--- config.mk ---
export PLATFORM = sky130hd
export DESIGN_NAME = mul4_fitness_scorer
export DESIGN_NICKNAME = d
export VERILOG_FILES = /design/src/rtl/mul4_ge_pkg.sv /design/src/rtl/mul4_golden_mul.sv /design/src/rtl/mul4_fitness_scorer.sv
export SDC_FILE = /design/constraint.sdc
export NUM_CORES = 1
export LEC_CHECK = 0
export ABC_CLOCK_PERIOD_IN_PS = 8900
export CELL_PAD_IN_SITES_DETAIL_PLACEMENT = 1
export CELL_PAD_IN_SITES_GLOBAL_PLACEMENT = 2
export CORE_UTILIZATION = 35
export CTS_BUF_LIST = sky130_fd_sc_hd__clkbuf_16
export DETAILED_ROUTE_END_ITERATION = 6
export GPL_ROUTABILITY_DRIVEN = 0
export PLACE_DENSITY = 0.79
export SLEW_MARGIN = 15
export SYNTH_ARGS = -nofsm -noshare
export SYNTH_HDL_FRONTEND = slang
export SYNTH_SLANG_ARGS = --single-unit
--- constraint.sdc ---
create_clock -name clk -period 8.9 [get_ports clk]
set_input_delay 2.225 -clock clk [delete_from_list [all_inputs] [get_ports clk]]
set_output_delay 2.225 -clock clk [all_outputs]
set_load 0.05 [all_outputs]
--- src/rtl/mul4_ge_pkg.sv ---
`default_nettype none
// mul4_ge_pkg: shared types, widths and helpers for the mul4 fitness-scoring stage.
// Rev 1.0
package mul4_ge_pkg;

   localparam int WORD_W    = 16;
   localparam int PROD_W    = 4 * WORD_W;
   localparam int MAX_CASES = 256;

   typedef enum logic [2:0] {
      IDLE  = 3'd0,
      WAIT  = 3'd1,
      MUL   = 3'd2,
      SCORE = 3'd3,
      DONE  = 3'd4
   } state_t;

   function automatic logic [6:0] popcount64(input logic [63:0] v);
      logic [6:0] n;
      n = '0;
      for (int i = 0; i < 64; i++) begin
         n = n + {6'd0, v[i]};
      end
      return n;
   endfunction

endpackage
`default_nettype wire

--- src/rtl/mul4_golden_mul.sv ---
`default_nettype none
// mul4_golden_mul: unsigned 32x32->64 radix-2 shift-add multiplier, one multiplier bit per cycle.
// Rev 1.0
module mul4_golden_mul
   import mul4_ge_pkg::*;
(
   input  logic                  clk,
   input  logic                  rst_n,
   input  logic                  start_i,
   input  logic [2*WORD_W-1:0]   a_i,
   input  logic [2*WORD_W-1:0]   b_i,
   output logic                  done_o,
   output logic [PROD_W-1:0]     prod_o
);

   localparam int STEP_W = $clog2(2 * WORD_W);
   localparam logic [STEP_W-1:0] LAST_STEP = STEP_W'(2 * WORD_W - 1);

   logic                busy_q;
   logic [STEP_W-1:0]   step_q;
   logic [PROD_W-1:0]   acc_q;
   logic [PROD_W-1:0]   mcand_q;
   logic [2*WORD_W-1:0] mplier_q;

   always_ff @(posedge clk) begin
      if (!rst_n) begin
         busy_q   <= 1'b0;
         step_q   <= '0;
         acc_q    <= '0;
         mcand_q  <= '0;
         mplier_q <= '0;
      end else if (start_i) begin
         busy_q   <= 1'b1;
         step_q   <= '0;
         acc_q    <= '0;
         mcand_q  <= {{(PROD_W-2*WORD_W){1'b0}}, a_i};
         mplier_q <= b_i;
      end else if (busy_q) begin
         if (mplier_q[0]) begin
            acc_q <= acc_q + mcand_q;
         end
         mcand_q  <= mcand_q << 1;
         mplier_q <= mplier_q >> 1;
         step_q   <= step_q + STEP_W'(1);
         if (step_q == LAST_STEP) begin
            busy_q <= 1'b0;
         end
      end
   end

   // Flags the final step: prod_o is complete on the following cycle.
   assign done_o = busy_q && (step_q == LAST_STEP);
   assign prod_o = acc_q;

endmodule
`default_nettype wire

--- src/rtl/mul4_fitness_scorer.sv ---
`default_nettype none
// mul4_fitness_scorer: scores candidate mul4 outputs bitwise against a golden product over num_cases samples.
// Rev 1.0
module mul4_fitness_scorer
   import mul4_ge_pkg::*;
#(
   parameter int CNT_W   = 9,
   parameter int SCORE_W = 16
) (
   input  logic                clk,
   input  logic                rst_n,
   input  logic                start_i,
   input  logic [CNT_W-1:0]    num_cases_i,
   input  logic                in_valid_i,
   output logic                in_ready_o,
   input  logic [WORD_W-1:0]   a1_i,
   input  logic [WORD_W-1:0]   a0_i,
   input  logic [WORD_W-1:0]   b1_i,
   input  logic [WORD_W-1:0]   b0_i,
   input  logic [WORD_W-1:0]   y3_i,
   input  logic [WORD_W-1:0]   y2_i,
   input  logic [WORD_W-1:0]   y1_i,
   input  logic [WORD_W-1:0]   y0_i,
   output logic                busy_o,
   output logic                done_o,
   output logic [SCORE_W-1:0]  score_o,
   output logic [CNT_W-1:0]    perfect_cnt_o
);

   state_t              state_q;
   logic [CNT_W-1:0]    num_q;
   logic [CNT_W-1:0]    cnt_q;
   logic [PROD_W-1:0]   cand_q;
   logic [SCORE_W-1:0]  score_q;
   logic [CNT_W-1:0]    perfect_q;
   logic                in_ready_q;
   logic                busy_q;
   logic                done_q;

   logic                accept;
   logic                mul_done;
   logic [PROD_W-1:0]   golden;
   logic [6:0]          mismatch_bits;
   logic [6:0]          match_bits;
   logic                exact;
   logic                last_case;

   assign accept        = in_valid_i && in_ready_q;
   assign mismatch_bits = popcount64(golden ^ cand_q);
   assign match_bits    = 7'(PROD_W) - mismatch_bits;
   assign exact         = (mismatch_bits == 7'd0);
   assign last_case     = ((cnt_q + CNT_W'(1)) == num_q);

   mul4_golden_mul u_golden (
      .clk     (clk),
      .rst_n   (rst_n),
      .start_i (accept),
      .a_i     ({a1_i, a0_i}),
      .b_i     ({b1_i, b0_i}),
      .done_o  (mul_done),
      .prod_o  (golden)
   );

   always_ff @(posedge clk) begin
      if (!rst_n) begin
         state_q    <= IDLE;
         num_q      <= '0;
         cnt_q      <= '0;
         cand_q     <= '0;
         score_q    <= '0;
         perfect_q  <= '0;
         in_ready_q <= 1'b0;
         busy_q     <= 1'b0;
         done_q     <= 1'b0;
      end else begin
         case (state_q)
            IDLE, DONE: begin
               if (start_i) begin
                  score_q   <= '0;
                  perfect_q <= '0;
                  cnt_q     <= '0;
                  num_q     <= num_cases_i;
                  if (num_cases_i == '0) begin
                     state_q    <= DONE;
                     done_q     <= 1'b1;
                     busy_q     <= 1'b0;
                     in_ready_q <= 1'b0;
                  end else begin
                     state_q    <= WAIT;
                     done_q     <= 1'b0;
                     busy_q     <= 1'b1;
                     in_ready_q <= 1'b1;
                  end
               end
            end
            WAIT: begin
               // Operands go straight into the multiplier on this edge; only the candidate is kept here.
               if (accept) begin
                  cand_q     <= {y3_i, y2_i, y1_i, y0_i};
                  in_ready_q <= 1'b0;
                  state_q    <= MUL;
               end
            end
            MUL: begin
               if (mul_done) begin
                  state_q <= SCORE;
               end
            end
            SCORE: begin
               score_q   <= score_q + SCORE_W'(match_bits);
               perfect_q <= perfect_q + CNT_W'(exact);
               cnt_q     <= cnt_q + CNT_W'(1);
               if (last_case) begin
                  state_q <= DONE;
                  busy_q  <= 1'b0;
                  done_q  <= 1'b1;
               end else begin
                  state_q    <= WAIT;
                  in_ready_q <= 1'b1;
               end
            end
            default: begin
               state_q    <= IDLE;
               in_ready_q <= 1'b0;
               busy_q     <= 1'b0;
               done_q     <= 1'b0;
            end
         endcase
      end
   end

   assign in_ready_o    = in_ready_q;
   assign busy_o        = busy_q;
   assign done_o        = done_q;
   assign score_o       = score_q;
   assign perfect_cnt_o = perfect_q;

endmodule
`default_nettype wire

==> flow_summary.toml, run 1 <==
[timing]
slew_violations = 0
finalWorstSetupSlack_ps = 406
tightestPinTransition_ps = 1070
skew_ps = 18.1
setup_viol = 0
fmax_mhz = 118
max_slew_margin_pct = 28.7
hold_viol = 0
finalCriticalPeriod_ps = 8490
min_period_over_period_pct = 95.4

[setup_path]
r2r-start = "u_golden.prod_o[37]"
ff2ff_setup_slack_ps = 410
cp_data_arrival_time_ps = 8900
reg2reg_to = "score_o[12]"
crit_path_max_incr_delay_ps = 650
end_kind = "flop"
cp-startpoint = "u_golden.prod_o[37]"
crit_buf_inv = 4
required_ps = 9310
start_kind = "flop"
critPathTopFamily = "adder cells"
cpMostUsedCell = "fa_1"
path_class = "flop to flop"
ff2ff_path_depth = 28
slowest_stage = "fa_1"
critPathMaxFanout = 4

[clock_network]
htree_levels = 2
clock_latency_ps = 550
path_clk_slew_ps = 60
cts_buffers = 34
clk_path_buf_depth = 3
clock_sinks = 279
cts-root-buf = "clkbuf_16"
cts_tree = "yes"

[power_and_ir_drop]
leakagePower_nw = 8.07
peakVddDrop_mv = 0.155
power_density_nw_per_um2 = 218

[placement]
portBuffers = 168
pre_cts_slack_ps = 339
hpwlAfterDp_um = 41200
dp.cells = 2753

[synthesis]
synth.area.top_cells = "dfxtp_1, nand2_1, ha_1"
yosys.area_share.xor_xnor_pct = 6.79
synthMuxAreaShare_pct = 5.77
syn-cell-area_um2 = 17200
postSynthCellCount = 2076
synth-seq-area-share_pct = 32.5
synth_flop_cell = "dfxtp_1"
synth_compound_area_share_pct = 19.5
synthesis.nets = 2365
yosysMostFrequentCell = "nand2_1"
synth_top_family_by_area = "compound AO/OA/AOI/OAI gates"
synth_seq_cells = 279
synth_common_cells = "nand2_1, dfxtp_1, a21oi_1"
ys_warn_count = 0
synthDistinctLibCells = 82
synthAdderAreaFrac_pct = 13.2
async_reset_ff_share_pct = 0
synth_top_area_cell = "dfxtp_1"
synth-edff-count = 0
synth.avg_cell_area_um2 = 8.27
yosys.area_share.simple_pct = 18.0
synth_top_area_share_pct = 32.5

[global_route]
gr-usage-met3_pct = 4.02
grt_max_degree = 105
antenna_found_initial = 5
met1_usage_pct = 29.1
grt_pass1_wl_um = 88100
first_global_vias = 15800
grt-busiest-layer = "met2"
grt-ovfl-total = 0
met2_usage_pct = 37.7
gr-usage-all-layers_pct = 22.3

[floorplanning]
ios = 169
floorplan.initialDensity_pct = 35.7
die_w_um = 223
die_area_um2 = 49900
design.core.area_um2 = 48000
num_rows = 80
die_y_um = 223

[job]
drv_cap = 0

[outcome]
status = "finished clean"

[layout]
postLayoutCoreUtil_pct = 42.4
synthToLayoutAreaGrowth_pct = 18.8
stdcell_count = 2818
drive_above_1_share_pct = 3.96
final_net_count = 2463
fillers = 5696

[routing]
dr.first_iter.drc_count = 622
via_per_inst = 5.41
wirelength_um = 55500
drt_pre_antenna_iters = 5
postRouteAntennaNets = 0
drc_errors = 0
routed-via-count = 15200
routedWlPerCell_um = 19.7

[min_path]
min_to = "cand_q[57]"
whs_path_depth = 2
hold_path_startpoint = "cand_q[57]"
hold_path_class = "flop to flop"
layer usage:
layer | up-vias | share of wire [%]
li1 | 7452 | -
met1 | 7474 | 46
met2 | 249 | 47
met3 | 71 | 4.1
met4 | 2 | 2.4
met5 | - | 0.023
through the flow:
stage	hold slack (ps)	power, mW	setup TNS (ps)	instance area [um2]
floorplan	448	2.64	0	17200
global placement	452	3.04	0	19300
detailed placement	463	3.11	0	19300
CTS	471	4.50	0	20400
global route	493	4.73	-0.256	20400
finish	466	4.44	0	20400
power breakdown:
| group | switching, mW | internal, mW | total [mW] |
|---|---|---|---|
| clock | 0.564 | 0.799 | 1.36 |
| sequential | 0.105 | 1.35 | 1.46 |
| combinational | 0.943 | 0.675 | 1.62 |
| total | 1.61 | 2.83 | 4.44 |
flip-flops by register name (all words and copies together), names as in the netlist:
signal	count
cand_q	64
u_golden.mcand_q	64
u_golden.prod_o	64
u_golden.mplier_q	32
score_o	16
cnt_q	9
num_q	9
perfect_cnt_o	9
u_golden.step_q	5
state_q	3
busy_o	1
done_o	1
in_ready_o	1
u_golden.busy_q	1
worst max path at each step:
stage | end | cells past startpoint
global route | score_o[14] | 28
global placement | score_o[12] | 28
finish | score_o[12] | 28
CTS | score_o[12] | 28
floorplan | score_o[14] | 29
detailed placement | score_o[12] | 28
tightest hold or removal path, cell delays in order, from the launching register on:
cell and delay [ps]:
dfxtp_1 310, nand2_1 50, a21oi_1 50
repair_timing:
action	CTS	global route
hold endpoints to repair	0	0
gates resized for setup	0	2
buffers inserted	0	0
setup endpoints to repair	0	2
hold buffers	0	0
layout make-up:
class	count	area [um2]	area share, %
clock inverter	25	203	0.994
sequential	279	5590	27.4
multi-input combinational	1607	10900	53.4
timing repair buffer	180	1770	8.69
inverter	72	275	1.35
tap	615	769	3.77
clock buffer	35	876	4.30
antenna	5	12.5	0.0614
cells in the final DEF, fill, tap and decap left out, types with 6 or more instances in the layout:
master,instances
a211oi_1,74
a21o_1,38
a21oi_1,215
a22oi_1,12
a31oi_1,6
and2_1,12
and3_1,12
buf_4,12
clkbuf_16,35
clkdlybuf4s50_1,168
clkinv_1,9
dfxtp_1,278
fa_1,56
ha_1,92
inv_1,80
mux2i_1,99
nand2_1,318
nand2b_1,11
nand3_1,33
nand4_1,29
nor2_1,183
nor2b_1,11
nor3_1,31
nor4_1,7
o211ai_1,16
o21a_1,13
o21ai_0,61
o21ai_1,15
o21bai_1,16
o31ai_1,12
or2_2,8
or3_1,10
or4_1,6
xnor2_1,64
xor2_1,68
cells by family (layout without fill, tap and decap cells):
kind of cell               after synthesis  after routing
buffers and inverters                  190            312
DFF                                    279            279
muxes                                   99             99
xor gates and xnor gates               133            133
and+or+nand+nor                        696            696
AOI/OAI and AO/OA                      531            531
other                                    0              5
adders and majority gates              148            148
(Power assumes the default switching activity.)
==> run 2: changes to the inputs <==
ABC_CLOCK_PERIOD_IN_PS = 10900   (was 8900)
CORE_UTILIZATION = 38   (was 35)
PLACE_DENSITY = 0.85   (was 0.79)
clock period = 10.9 ns   (was 8.9 ns; I/O delays follow)
==> flow_summary.toml, run 2 (synthesis results as in run 1) <==
[outcome]
status = "finished clean"

[clock_network]
cts_resized = 0
cts_tree = "yes"
ctsHoldBuffers = 0
clock_sinks = 279
path_clk_slew_ps = 50
clock_latency_ps = 550
cts-root-buf = "clkbuf_16"
cts_setup_buffers = 0
cts_buffers = 34
clk_path_buf_depth = 3
htree_levels = 2

[floorplanning]
ios = 169
num_rows = 77
die_y_um = 215
floorplan.initialDensity_pct = 38.6
die_w_um = 215
design.core.area_um2 = 44400
die_area_um2 = 46000

[power_and_ir_drop]
power_mw = 3.57
power_density_nw_per_um2 = 176
leakagePower_nw = 8.04
peakVddDrop_mv = 0.121

[timing]
min_period_over_period_pct = 78.7
rsz0062_at_grt = "false"
finalCriticalPeriod_ps = 8570
fmax_mhz = 117
max_slew_margin_pct = 21.9
setup_viol = 0
skew_ps = 15.0
tns_ps = 0
slew_violations = 0
hold_viol = 0
tightestPinTransition_ps = 1170

[setup_path]
critPathMaxFanout = 4
r2r-start = "u_golden.prod_o[49]"
start_kind = "flop"
path_class = "flop to flop"
slowest_stage = "fa_1"
cp_data_arrival_time_ps = 8970
cp-startpoint = "u_golden.prod_o[49]"
cpMostUsedCell = "fa_1"
crit_path_max_incr_delay_ps = 590
required_ps = 11290
end_kind = "flop"

[layout]
synthToLayoutAreaGrowth_pct = 18.2
final_common_cell = "nand2_1"
drive_above_1_share_pct = 3.87
final_net_count = 2462
layout_common_cells = "nand2_1, dfxtp_1, a21oi_1"

[global_route]
gr-usage-all-layers_pct = 23.6
antenna_found_initial = 1
grt-ovfl-total = 0
grt_max_degree = 94
first_global_vias = 16100
grt_pass1_wl_um = 87400

[routing]
dr.first_iter.drc_count = 756
drc_errors = 0
routed-via-count = 15100
postRouteAntennaNets = 0
wirelength_um = 54700
via_per_inst = 5.42
routedWlPerCell_um = 19.6
drt_pre_antenna_iters = 5

[placement]
portBuffers = 168
hpwlAfterDp_um = 40600

[min_path]
hold_path_class = "flop to flop"
hold_path_startpoint = "busy_o"

[job]
drv_cap = 0
-- run 2: worst max-delay path: cells and delay by family, from the launching register on --
kind / cells / cell delay, ps
compound gates: 6 / 1100
flops: 1 / 360
buf+inv: 4 / 220
simple gates: 4 / 980
fa+ha+maj: 11 / 5190
xor+xnor: 3 / 540
-- run 2: per-layer routing --
metal  vias to the layer above  global-route usage, %  wire (um)
li1                       7434                      -          -
met3                        73                   3.36       1790
met1                      7385                   30.4      25400
met2                       211                   40.9      26300
met4                         0                   6.90       1300
met5                         -                      0          0
-- run 2: area by class of cell --
class,count,area [um2]
fillers,5228,24100
multi-input cells,1607,10900
flip-flops and latches,279,5590
repair buffers,179,1760
clock buffers,34,851
well taps,592,741
inverters,72,275
clock inverters,24,171
diodes,1,2.50
-- run 2: report_power, final --
part           switching [mW]  internal, mW  total, mW  leakage [nW]
sequential             0.0919          1.10       1.20          2.26
combinational           0.755         0.548       1.30          5.26
clock                   0.457         0.614       1.07         0.530
-- run 2: worst paths after layout --
path,endpoint,cells past startpoint,slack (ps)
hold reg to reg,busy_o,2,470
hold / removal,busy_o,2,470
setup / recovery,score_o[12],28,2330
setup reg to reg,score_o[12],28,2330
-- run 2: per-stage QoR --
step                      cell area, um2  util, %  setup WS, ps  cells  hold WS (ps)
after floorplan                    17200        -          2940   2076           448
after global placement             19300     43.4          2580   2729           450
after detailed placement           19300     43.4          2310   2729           460
after CTS                          20300     45.7          2280   2787           468
after global routing               20300     45.7          1970   2787           481
final                              20300     45.7          2330   2788           467
